--- config.mk ---
export PLATFORM = sky130hd
export DESIGN_NAME = mem_arbiter
export DESIGN_NICKNAME = d
export VERILOG_FILES = /design/src/rtl/mem_arbiter.sv
export SDC_FILE = /design/constraint.sdc
export NUM_CORES = 1
export LEC_CHECK = 0
export BUFFER_PORTS_ARGS = -buffer_cell sky130_fd_sc_hd__clkbuf_2
export CORE_AREA = 2 2 538 540
export DETAILED_ROUTE_END_ITERATION = 8
export DIE_AREA = 0 0 540 542
export GPL_ROUTABILITY_DRIVEN = 0
export GPL_TIMING_DRIVEN = 0
export PLACE_DENSITY = 0.3
export SKIP_CTS_REPAIR_TIMING = 1
export SYNTH_ARGS = -nofsm -noshare
export SYNTH_HDL_FRONTEND = slang
export SYNTH_SLANG_ARGS = --single-unit
export TNS_END_PERCENT = 5
--- constraint.sdc ---
create_clock -name clk -period 2.05 [get_ports clk]
set_input_delay 0.1025 -clock clk [delete_from_list [all_inputs] [get_ports clk]]
set_output_delay 0.1025 -clock clk [all_outputs]
set_load 0.05 [all_outputs]
--- src/rtl/mem_arbiter.sv ---
// Two-requester cacheline arbiter: shares one memory port between I-cache and D-cache,
// one whole-line transaction at a time, alternating grants on simultaneous requests.
module mem_arbiter #(
  parameter int unsigned ADDR_W = 32,
  parameter int unsigned LINE_W = 256
) (
  input  logic              clk,
  input  logic              rst,
  input  logic              i_read,
  input  logic [ADDR_W-1:0] i_addr,
  output logic [LINE_W-1:0] i_rdata,
  output logic              i_resp,
  input  logic              d_read,
  input  logic              d_write,
  input  logic [ADDR_W-1:0] d_addr,
  input  logic [LINE_W-1:0] d_wdata,
  output logic [LINE_W-1:0] d_rdata,
  output logic              d_resp,
  output logic              mem_read,
  output logic              mem_write,
  output logic [ADDR_W-1:0] mem_addr,
  output logic [LINE_W-1:0] mem_wdata,
  input  logic [LINE_W-1:0] mem_rdata,
  input  logic              mem_resp
);

  typedef enum logic [1:0] {IDLE, SERVE_I, SERVE_D, COOLDOWN} state_t;
  typedef enum logic {GRANT_I, GRANT_D} grant_t;

  state_t            state;
  grant_t            last_grant;
  logic [ADDR_W-1:0] addr_q;
  logic [LINE_W-1:0] wdata_q;
  logic              is_write_q;

  logic d_req;
  logic pick_i;
  logic pick_d;
  logic serving;

  // On a tie the requester that did not win last time is chosen.
  always_comb begin
    d_req  = d_read | d_write;
    pick_i = i_read && (!d_req || last_grant == GRANT_D);
    pick_d = d_req && (!i_read || last_grant == GRANT_I);
  end

  always_ff @(posedge clk) begin
    if (rst) begin
      state      <= IDLE;
      last_grant <= GRANT_D;
      addr_q     <= '0;
      wdata_q    <= '0;
      is_write_q <= 1'b0;
    end else begin
      case (state)
        IDLE: begin
          if (pick_i) begin
            state      <= SERVE_I;
            addr_q     <= i_addr;
            is_write_q <= 1'b0;
            last_grant <= GRANT_I;
          end else if (pick_d) begin
            state      <= SERVE_D;
            addr_q     <= d_addr;
            wdata_q    <= d_wdata;
            is_write_q <= d_write;
            last_grant <= GRANT_D;
          end
        end
        SERVE_I, SERVE_D: begin
          if (mem_resp) state <= COOLDOWN;
        end
        COOLDOWN: state <= IDLE;
        default:  state <= IDLE;
      endcase
    end
  end

  // Strobes depend on registered state only; resp is the lone path from mem_resp.
  always_comb begin
    serving   = (state == SERVE_I) || (state == SERVE_D);
    mem_read  = serving && !is_write_q;
    mem_write = serving && is_write_q;
    mem_addr  = addr_q;
    mem_wdata = wdata_q;
    i_resp    = (state == SERVE_I) && mem_resp;
    d_resp    = (state == SERVE_D) && mem_resp;
    i_rdata   = mem_rdata;
    d_rdata   = mem_rdata;
  end

endmodule

==> out/metrics.cfg <==
[outcome]
status=complete, no violations

[pwr]
irDropWorstVdd_v=0.0005661
switching_share_pct=53.43
seq_power_share_pct=22.3
power.switching_mw=18.81
clkPwrFrac_pct=21.9
internal_power_mw=16.39
combPwrFrac_pct=55.8
leakage_nw=13.42
finalPower_mw=35.20
cellPowerDensity_nw_per_um2=1145

[synthesis]
yosysUniqueCellTypes=34
ys_seq_elements=292
synth_fp_nets=2488
ys_seq_area_share_pct=37.83
netlist_area_um2=15450
synth.yosys.warnings=0
synth.avg_cell_area_um2=8.124
synth_cells=1902
synth-edff-count=0
ys_async_sr_fraction_pct=0
ys.flop_type=dfxtp_1

[floorplan]
rows=197
die-width_um=540
coreArea_um2=286900
die-area_um2=292700
ios=1386
initial_core_util_pct=5.385
die_h_um=542

[layout]
final_area_um2=30740
final_common_cell=clkbuf_2
drive_gt1_share_pct=53.85
nNetsFinal=3986
final_cell_mix=1127 x clkbuf_2, 524 x buf_4, 321 x dlygate4sd3_1, 291 x dfxtp_1, 281 x nand3_1
area_delta_synth_final_pct=98.93

[critical_path]
cp_cell_sequence=inv_2, ha_4, o21a_4, buf_8, buf_6, nand3_1, a21oi_1
worst-path-buf-inv=3
cp_max_fo=10
crit_slowest_cell=dfxtp_2
rr_startpoint=state[0]
max_stage_delay_ns=0.34
r2r_slack_ns=0.05
arrival_ns=2.59
r2r_end=mem_wdata[146]
critPathLaunchType=register
r2r_cells=7
cp.required_ns=2.64
path_class=reg -> reg
worst_setup_path_end_kind=register
cp_top_family=buffers and inverters

[global_route]
grt_pass1_wl_mm=200.5
grt_pass1_vias=18387
grt-ovfl-total=0
antenna_found_initial=71
grt_max_degree=12
grtUsageTotal_pct=10.59

[clock_network]
cts_buffer_depth=3
insertion_delay_ns=0.66
cts_tree=done
cts.clk_slew.worst_paths_ns=0.06
cts_root_buf=clkbuf_16
cts_buffers=43
htree_levels=2
numClockSinks=292

[min_path]
min_path_type=in -> reg
min_path_cells=3
whs_endpoint=state[0]
holdCritStartpoint=mem_resp

[timing]
fin_crit_ns=1.999
fin_skew_ns=0.02804
setup_viol=0
rsz0062_at_grt=yes
relSlewSlack_pct=27.54
max_slew.worst_pin.slew_ns=1.087
fin_crit_sh_pct=97.51
fin_setup_tns_ns=0
report.final.slew_viol_count=0
layout_setup_ws_ns=0.05103
whs_ns=0.01718
hold_viol_final=0
clock.fmax_ghz=0.5003

[drt]
drtIter0Drc=1101
drt_first_pass_iters=7
drt.antenna.violating_nets=0
wl_per_cell_um=22.70
viasPerCell=2.770
vias=20058
routed_wl_mm=164.3
drc=0

[place]
numPortBuffers=1126
dp_hpwl_mm=145.7
place_area_um2=25840
place_ws_ns=-0.7908

[run]
drv_cap=0

==> how the worst max path moves through the flow <==
stage	end	start	slack, ns	cells past startpoint
after global placement	mem_wdata[105]	last_grant	-1.59	5
after global routing	mem_wdata[146]	last_grant	-0.01	5
after floorplan	mem_read	state[0]	0.51	3
after detailed placement	mem_wdata[125]	last_grant	-0.79	5
after CTS	mem_wdata[125]	last_grant	-0.80	5
final	mem_wdata[146]	state[0]	0.05	7
==> worst reg2reg max path: cells and delay by family, from the launching register on <==
kind	cells	cell delay, ns
fa+ha+maj	1	0.23
compound gates	2	0.48
buf+inv	3	0.57
simple gates	1	0.31
flops	1	0.34
==> final cells by class <==
type | instances | area (um^2)
timing repair buffer | 1453 | 8969
fill | 33613 | 256200
buffer | 679 | 4873
antenna | 27 | 67.56
clock inverter | 13 | 145.1
clock buffer | 64 | 1246
sequential | 292 | 5847
tap | 3781 | 4731
multi-input combinational | 926 | 4840
inverter | 5 | 18.77
==> per-layer routing <==
metal / global-route usage [%] / part of all wire [%] / vias to the layer above
met5: 0 / 0.13 / -
met4: 4.293 / 3.9 / 14
met3: 5.817 / 13 / 199
met2: 16.77 / 45 / 1292
met1: 11.69 / 38 / 9448
li1: - / - / 9105
==> stage by stage <==
stage	cells	util, %
after global routing	7224	10.70
after floorplan	1902	-
after CTS	6887	9.491
after detailed placement	6810	9.006
after global placement	6809	8.998
final	7240	10.71
==> sequential cells by signal, summed over array words and instances (netlist names) <==
register,cells
last_grant,1
state,2
is_write_q,1
mem_wdata,256
mem_addr,32
==> power groups by stage <==
| stage | clock, mW | sequential [mW] | combinational [mW] |
|---|---|---|---|
| final | 7.72 | 7.83 | 19.6 |
| after global routing | 8.28 | 7.99 | 21.1 |
| after CTS | 8.17 | 7.85 | 19.1 |
| after detailed placement | 0 | 7.95 | 19.1 |
| after global placement | 0 | 7.92 | 19.1 |
| after floorplan | 0 | 12.1 | 7.53 |
==> cells in the mapped netlist (all sizes together) (2+ instances only) <==
cell | count | area, um^2
nor2 | 2 | 7.510
buf | 630 | 4622
a31oi | 31 | 193.9
ha | 4 | 50.05
inv | 5 | 18.77
clkbuf | 49 | 185.2
dfxtp | 292 | 5846
nand3 | 288 | 1441
and2 | 4 | 25.02
a21oi | 257 | 1286
o21ai | 321 | 1618
nor2b | 3 | 18.77
==> logic make-up (layout without fill, tap and decap cells) <==
| family | count (synthesis) | after routing | share of synthesized area (%) |
|---|---|---|---|
| buf+inv | 684 | 2214 | 31.23 |
| compound gates | 621 | 621 | 20.79 |
| simple gates | 300 | 300 | 9.758 |
| flops | 292 | 292 | 37.83 |
| fa+ha+maj | 4 | 4 | 0.3239 |
| mux | 1 | 1 | 0.06479 |
| other cells | 0 | 27 | 0 |
Note: power is estimated with default switching activity, not from simulation.
